$ cat src/rtl/gctr_frame_sequencer.sv
// Upstream control stage for the GCTR block: sequences IV -> pre-cipher -> data words,
// generates J0-derived pre-blocks and initial counter block, the len(C) bit count and a
// sticky counter-overflow flag.
module gctr_frame_sequencer #(
    parameter int unsigned NB_BLOCK  = 128,
    parameter int unsigned N_BLOCKS  = 2,
    parameter int unsigned NB_DATA   = N_BLOCKS * NB_BLOCK,
    parameter int unsigned NB_NBYTES = 6
) (
    input  logic                 i_clock,
    input  logic                 i_reset,
    input  logic [95:0]          i_iv,
    input  logic                 i_iv_valid,
    output logic                 o_iv_ready,
    input  logic [NB_DATA-1:0]   i_data,
    input  logic                 i_data_valid,
    input  logic                 i_data_last,
    input  logic [NB_NBYTES-1:0] i_data_nbytes,
    output logic                 o_data_ready,
    output logic [NB_DATA-1:0]   o_plaintext_words_x,
    output logic                 o_valid,
    output logic                 o_sop,
    output logic                 o_sop_pre,
    output logic [NB_DATA-1:0]   o_pre_blocks,
    output logic [NB_BLOCK-1:0]  o_initial_counter_block,
    output logic [63:0]          o_len_c_bits,
    output logic                 o_len_valid,
    output logic                 o_ctr_overflow
);

    localparam int unsigned NbytesMax = NB_DATA / 8;
    // Largest block count that still fits the 32-bit counter field.
    localparam logic [32:0] CtrMax = 33'h0_FFFF_FFFE;

    typedef enum logic [1:0] {StIdle, StPre, StWait, StData} state_e;

    state_e                state_q, state_d;
    logic [NB_BLOCK-1:0]   j0_q, j0_d;
    logic [32:0]           blk_cnt_q, blk_cnt_d;
    logic [63:0]           word_cnt_q, word_cnt_d;
    logic                  ovf_q, ovf_d;
    logic [NB_DATA-1:0]    plain_q, plain_d;
    logic                  valid_q, valid_d;
    logic                  sop_q, sop_d;
    logic                  sop_pre_q, sop_pre_d;
    logic [NB_DATA-1:0]    pre_blocks_q, pre_blocks_d;
    logic [NB_BLOCK-1:0]   icb_q, icb_d;
    logic [63:0]           len_q, len_d;
    logic                  len_valid_q, len_valid_d;
    logic                  iv_ready, data_ready;
    logic [32:0]           blk_cnt_nxt;
    logic [NB_NBYTES-1:0]  nbytes_eff;

    // Out-of-range byte counts on the last word mean a full word.
    always_comb begin
        nbytes_eff = i_data_nbytes;
        if (i_data_nbytes == '0 || 32'(i_data_nbytes) > NbytesMax) begin
            nbytes_eff = NB_NBYTES'(NbytesMax);
        end
    end

    assign blk_cnt_nxt = blk_cnt_q + 33'(N_BLOCKS);

    // Next-state, handshake and registered-output computation.
    always_comb begin
        state_d      = state_q;
        j0_d         = j0_q;
        blk_cnt_d    = blk_cnt_q;
        word_cnt_d   = word_cnt_q;
        ovf_d        = ovf_q;
        plain_d      = plain_q;
        valid_d      = 1'b0;
        sop_d        = 1'b0;
        sop_pre_d    = 1'b0;
        pre_blocks_d = pre_blocks_q;
        icb_d        = icb_q;
        len_d        = len_q;
        len_valid_d  = 1'b0;
        iv_ready     = 1'b0;
        data_ready   = 1'b0;
        unique case (state_q)
            StIdle: begin
                iv_ready = 1'b1;
                if (i_iv_valid) begin
                    j0_d       = {i_iv, 31'b0, 1'b1};
                    blk_cnt_d  = '0;
                    word_cnt_d = '0;
                    ovf_d      = 1'b0;
                    state_d    = StPre;
                end
            end
            StPre: begin
                sop_pre_d                           = 1'b1;
                pre_blocks_d                        = '0;
                pre_blocks_d[NB_BLOCK +: NB_BLOCK]  = j0_q;
                icb_d   = {j0_q[NB_BLOCK-1:32], j0_q[31:0] + 32'd1};
                state_d = StWait;
            end
            StWait, StData: begin
                data_ready = 1'b1;
                if (i_data_valid) begin
                    plain_d    = i_data;
                    valid_d    = 1'b1;
                    sop_d      = (state_q == StWait);
                    blk_cnt_d  = blk_cnt_nxt;
                    word_cnt_d = word_cnt_q + 64'd1;
                    if (blk_cnt_nxt > CtrMax) begin
                        ovf_d = 1'b1;
                    end
                    if (i_data_last) begin
                        len_d       = (word_cnt_q * 64'(NB_DATA)) + (64'(nbytes_eff) << 3);
                        len_valid_d = 1'b1;
                        state_d     = StIdle;
                    end else begin
                        state_d = StData;
                    end
                end
            end
            default: state_d = StIdle;
        endcase
    end

    // State and output registers with synchronous reset.
    always_ff @(posedge i_clock) begin
        if (i_reset) begin
            state_q      <= StIdle;
            j0_q         <= '0;
            blk_cnt_q    <= '0;
            word_cnt_q   <= '0;
            ovf_q        <= 1'b0;
            plain_q      <= '0;
            valid_q      <= 1'b0;
            sop_q        <= 1'b0;
            sop_pre_q    <= 1'b0;
            pre_blocks_q <= '0;
            icb_q        <= '0;
            len_q        <= '0;
            len_valid_q  <= 1'b0;
        end else begin
            state_q      <= state_d;
            j0_q         <= j0_d;
            blk_cnt_q    <= blk_cnt_d;
            word_cnt_q   <= word_cnt_d;
            ovf_q        <= ovf_d;
            plain_q      <= plain_d;
            valid_q      <= valid_d;
            sop_q        <= sop_d;
            sop_pre_q    <= sop_pre_d;
            pre_blocks_q <= pre_blocks_d;
            icb_q        <= icb_d;
            len_q        <= len_d;
            len_valid_q  <= len_valid_d;
        end
    end

    assign o_iv_ready              = iv_ready;
    assign o_data_ready            = data_ready;
    assign o_plaintext_words_x     = plain_q;
    assign o_valid                 = valid_q;
    assign o_sop                   = sop_q;
    assign o_sop_pre               = sop_pre_q;
    assign o_pre_blocks            = pre_blocks_q;
    assign o_initial_counter_block = icb_q;
    assign o_len_c_bits            = len_q;
    assign o_len_valid             = len_valid_q;
    assign o_ctr_overflow          = ovf_q;

endmodule

$ cat config.mk
export PLATFORM = sky130hd
export DESIGN_NAME = gctr_frame_sequencer
export DESIGN_NICKNAME = d
export VERILOG_FILES = /design/src/rtl/gctr_frame_sequencer.sv
export SDC_FILE = /design/constraint.sdc
export NUM_CORES = 1
export LEC_CHECK = 0
export ABC_AREA = 1
export CORE_AREA = 5 5 418 420
export CTS_BUF_LIST = sky130_fd_sc_hd__clkbuf_2 sky130_fd_sc_hd__clkbuf_4 sky130_fd_sc_hd__clkbuf_8
export DETAILED_ROUTE_END_ITERATION = 10
export DIE_AREA = 0 0 423 425
export PLACE_DENSITY_LB_ADDON = 0.05
export SYNTH_ARGS = -nofsm -noshare
export SYNTH_HDL_FRONTEND = slang
export SYNTH_SLANG_ARGS = --single-unit
$ cat constraint.sdc
create_clock -name i_clock -period 3.7 [get_ports i_clock]
set_clock_uncertainty 0.2 [all_clocks]
set_input_delay 0.925 -clock i_clock [delete_from_list [all_inputs] [get_ports i_clock]]
set_output_delay 0.925 -clock i_clock [all_outputs]
set_load 0.005 [all_outputs]
Word-level counts from Yosys, hierarchy flattened
Index checks and enable logic that the tools add are counted.
Cells by class
  multiply operators: 0
  $lt $le $gt $ge: 2
  reductions and logical operators: 13
  add/subtract/negate cells: 4
  shift operators: 0
  equal/unequal tests: 6
  div/mod/pow operators: 0
  bitwise gates (word level): 2
  mux-type cells: 20
Operator list (count)
  $mux 64: 2
  $pmux 64 s2: 1
  $mux 33: 2
  $pmux 33 s2: 1
  $add 64x1->64 const B: 1
  $add 64x9->64: 1
  $add 33x2->33 const B: 1
  $gt 33x32->1 const B: 1
  $mux 1: 8
  $gt 6x6->1 const B: 1
  $logic_not 6->1: 1
  $mux 2: 3
  $mux 6: 1
  $ne 2x2->1 const B: 3
  $pmux 2 s3: 1
  $reduce_and 2->1: 3
  $reduce_and 3->1: 2
  $eq 2x2->1 const B: 2
  $reduce_and 4->1: 1
  $reduce_or 2->1: 2
  $reduce_or 3->1: 1
  $add 1x1->2 const B: 1
  $eq 2x1->1 const B: 1
  $logic_not 2->1: 1
  other kinds (4): 5
Word-level totals
  bits in writable memories: 0
  memories kept: 0
  ROM bits: 0
  latch bits: 0
  output and inout port bits: 711
  input bits: 363
  word-level logic and storage cells: 60
  register bits after elaboration: 746

Longest topological paths before layout
  word-level depth: 5
  gate-level depth with buffers: 16
  depth with buffers taken out: 16

Least setup slack after synthesis
Ideal clock, no wire load.
  path kind: input -> register
  start point: input port i_data_nbytes[0]
  end point: register len_q[42], in the netlist o_len_c_bits[42]
  slack: 0.395 ns
  setup time: 0.110 ns
  arrival time: 2.995 ns
  stages on the path: 16
  cells stage by stage: or2_2 -> o41ai_1 -> ha_1 -> ha_1 -> nand2_1 -> inv_1 -> nand2_2 -> nor3_2 -> nand3_1 -> nor2_1 -> nand2_1 -> nor2_1 -> xor2_1 -> o21ai_1 -> nand2_1 -> inv_1
Between the ends
  cells in the longest elaborated chain, start to end: 4
  elaborated cells between the ends (all ways): 5
  those cells by class: add/sub: 1; order compare: 1; mux: 1; reduce/logical: 2
Ends and longest elaborated chain
  from (decl): RTL line 18  | input logic [NB_NBYTES-1:0] i_data_nbytes,
  $gt 6x6->1 or $logic_not 6->1 (tied branches): RTL line 57  | if (i_data_nbytes == '0 || 32'(i_data_nbytes) > NbytesMax) begin
  $logic_or 1x1->1: RTL line 57
  $mux 6 (*): RTL line 57
  $add 64x9->64 (*): RTL line 111  | len_d = (word_cnt_q * 64'(NB_DATA)) + (64'(nbytes_eff) << 3);
  to (signal assigned): RTL line 151  | len_q <= len_d;
  to (decl): RTL line 48  | logic [63:0] len_q, len_d;
Mark *: on every way between the ends. The rest lies on a longest branch, timed or not.
A chain may end at the register's enable or synchronous reset.

Final worst setup path
Ends and elaborated chain as after synthesis.

==> results.json <==
{
  "status": "finished, final reports clean",
  "grt_pass1_vias": 25100,
  "grt_pass1_wl_um": 196000,
  "synth_commonest_cells": "nor2_1, dfxtp_1, o21ai_0",
  "clkSinkCount": 607,
  "rows": 152,
  "final.fill_count": 19000,
  "grt_setup_unrepaired": "no",
  "cts_buffers": 140,
  "peakVddDrop_v": 0.000305,
  "period_needed_ps": 3340,
  "synth.area.top_cells": "dfxtp_1, nor2_1, o21ai_0, buf_4, nand2_1",
  "clk_latency_ps": 820,
  "ys_types": 48,
  "period_share_pct": 90.4,
  "wl_um": 143000,
  "yosysWarnings": 0,
  "gr-total-overflow": 0,
  "htree_num_levels": 4,
  "io_pins": 1074,
  "cts_buffer_depth": 3,
  "grt_usage_pct": 15.1,
  "tightestPinTransition_ps": 805,
  "synthArstFlopShare_pct": 0,
  "cp.arrival_ps": 3860,
  "synth_seq_cells": 607,
  "hold_path_class": "flop to flop",
  "dp_hpwl_um": 107000,
  "via_per_inst": 3.74,
  "slew_violations": 0,
  "critical_path_class": "primary input to flop",
  "start_util_pct": 15.4,
  "die_w_um": 423,
  "drt_pass1_iterations": 5,
  "leakage_nw": 14.9,
  "yosysTopAreaCell": "dfxtp_1",
  "drc_errors": 0,
  "area_growth_pct": 50.5,
  "die_area_sq_um": 180000,
  "synth_edf_count": 0,
  "relSlewSlack_pct": 45.8,
  "cts_resized": 0,
  "synthFlopType": "dfxtp_1",
  "avgSynthCellArea_sq_um": 7.32,
  "postCtsSetupBuffers": 0,
  "ant_nets": 0,
  "fin_ws_ps": 357,
  "dp_slack_ps": -543,
  "core_sq_um": 171000,
  "nets": 4795,
  "crit_path_start_kind": "primary input",
  "cts_root_buf": "clkbuf_8",
  "place_area_sq_um": 36700,
  "yosysMostFrequentCell": "nor2_1",
  "die_y_um": 425,
  "setup_viol": 0,
  "cap_viol_max_count": 0,
  "synth_cells": 3596,
  "final_area_sq_um": 39600,
  "critPathMaxFanout": 2,
  "syn_area_sq_um": 26300,
  "post-route-util_pct": 23.2,
  "synth_top_area_share_pct": 46.2,
  "fmax_mhz": 299,
  "ys_seq_area_share_pct": 46.2,
  "cts_tree": "yes",
  "place.gp.congestion": 0.779,
  "clk_pin_slew_worst_paths_ps": 60,
  "grt_max_degree": 104,
  "hold_viol": 0,
  "drive_gt1_share_pct": 8.64,
  "power_density_nw_per_um2": 460,
  "post_drt_wl_per_cell_um": 21.1,
  "whs_ps": 248,
  "antenna_found_initial": 29,
  "setup.worst_path.end_class": "flop",
  "crit_required_ps": 4220,
  "num_vias": 25300,
  "cts_hold_buf": 0,
  "drt_iter0_markers": 1163,
  "port_buffers": 881
}
## where the power goes
part	leakage (nW)	switching (mW)	internal [mW]
combinational	8.46	1.30	1.42
sequential	4.95	0.392	6.99
clock	1.52	3.50	4.62
## worst paths after layout
check                                 startpoint                to  slack [ps]  cells past startpoint
worst max-delay path            i_data_nbytes[0]  o_len_c_bits[42]         360                     18
worst min-delay path              word_cnt_q[54]    word_cnt_q[54]         250                      1
worst max register to register      blk_cnt_q[1]    o_ctr_overflow        1020                     15
worst min register to register    word_cnt_q[54]    word_cnt_q[54]         250                      1
## through the flow
stage / setup TNS (ps) / instances / total power, mW
after global placement: -11290 / 6518 / 10.3
after detailed placement: -11020 / 6518 / 10.3
final: 0 / 6773 / 18.2
after floorplan: 0 / 3787 / 8.62
after CTS: 0 / 6759 / 18.8
after global routing: 0 / 6769 / 19.3
## final cells by class
class,instances,area [sq um],share of cell area [%]
Clock buffer,222,2710,6.84
Tap cell,2233,2790,7.05
Clock inverter,19,150,0.379
Antenna cell,14,35.0,0.0884
Timing Repair Buffer,970,9730,24.6
Sequential cell,607,12200,30.7
Multi-Input combinational cell,2512,11300,28.5
Inverter,196,753,1.90
## sequential cells by signal, summed over array words and instances (netlist names)
register / cells
o_sop_pre: 1
o_initial_counter_block: 1
o_sop: 1
j0_q: 97
word_cnt_q: 56
o_len_valid: 1
blk_cnt_q: 32
state_q: 2
o_ctr_overflow: 1
o_pre_blocks: 97
o_valid: 1
o_plaintext_words_x: 256
o_len_c_bits: 61
## cell usage in the layout, fill, tap and decap left out, types with 6 or more instances in the layout
cell / synthesis / routed
buf_12: 0 / 20
a21oi_1: 99 / 99
nand2_2: 6 / 6
clkbuf_4: 0 / 55
clkinv_2: 0 / 9
xnor2_1: 10 / 10
inv_1: 190 / 189
dfxtp_1: 607 / 607
o21bai_1: 29 / 29
clkinvlp_4: 0 / 6
diode_2: 0 / 14
clkdlybuf4s50_1: 0 / 880
nor2_2: 16 / 17
nor3_2: 7 / 8
nand2_1: 295 / 294
nor2_1: 1067 / 1065
clkbuf_8: 0 / 167
xor2_1: 38 / 38
conb_1: 1 / 192
o21ai_0: 534 / 534
nand3_1: 77 / 77
o21a_1: 10 / 10
o221ai_1: 8 / 8
nand4_1: 27 / 27
nor3_1: 38 / 37
nor2_4: 8 / 9
buf_4: 289 / 69
## cell families (layout without fill, tap and decap cells)
| family | after synthesis | in the layout | share of synthesized area [%] |
|---|---|---|---|
| fa+ha+maj | 5 | 5 | 0.238 |
| simple gates | 1571 | 1571 | 24.4 |
| xor+xnor | 48 | 48 | 1.60 |
| buf+inv | 668 | 1407 | 13.8 |
| other cells | 1 | 206 | 0.0142 |
| flops | 607 | 607 | 46.2 |
| compound gates | 696 | 696 | 13.8 |
## metal layers
metal,up-vias,share of wire (%),GRT usage [%]
li1,12700,-,-
met1,11700,41,17.8
met2,646,51,26.7
met3,218,5.1,3.87
met4,8,2.8,5.02
met5,-,0.034,0
## worst max-delay path, stage by stage
cell and delay [ps]:
clkdlybuf4s50_1 430, or2_2 300, o41ai_1 280, buf_4 200, ha_1 190, ha_1 240
nand2_1 100, inv_1 100, nand2_2 80, nor3_2 150, nand3_1 160, nor2_1 150
nand2_1 90, nor2_1 120, xor2_1 190, o21ai_1 70, nand2_1 60, inv_1 40
No activity file was read; power rests on OpenSTA's default activity.
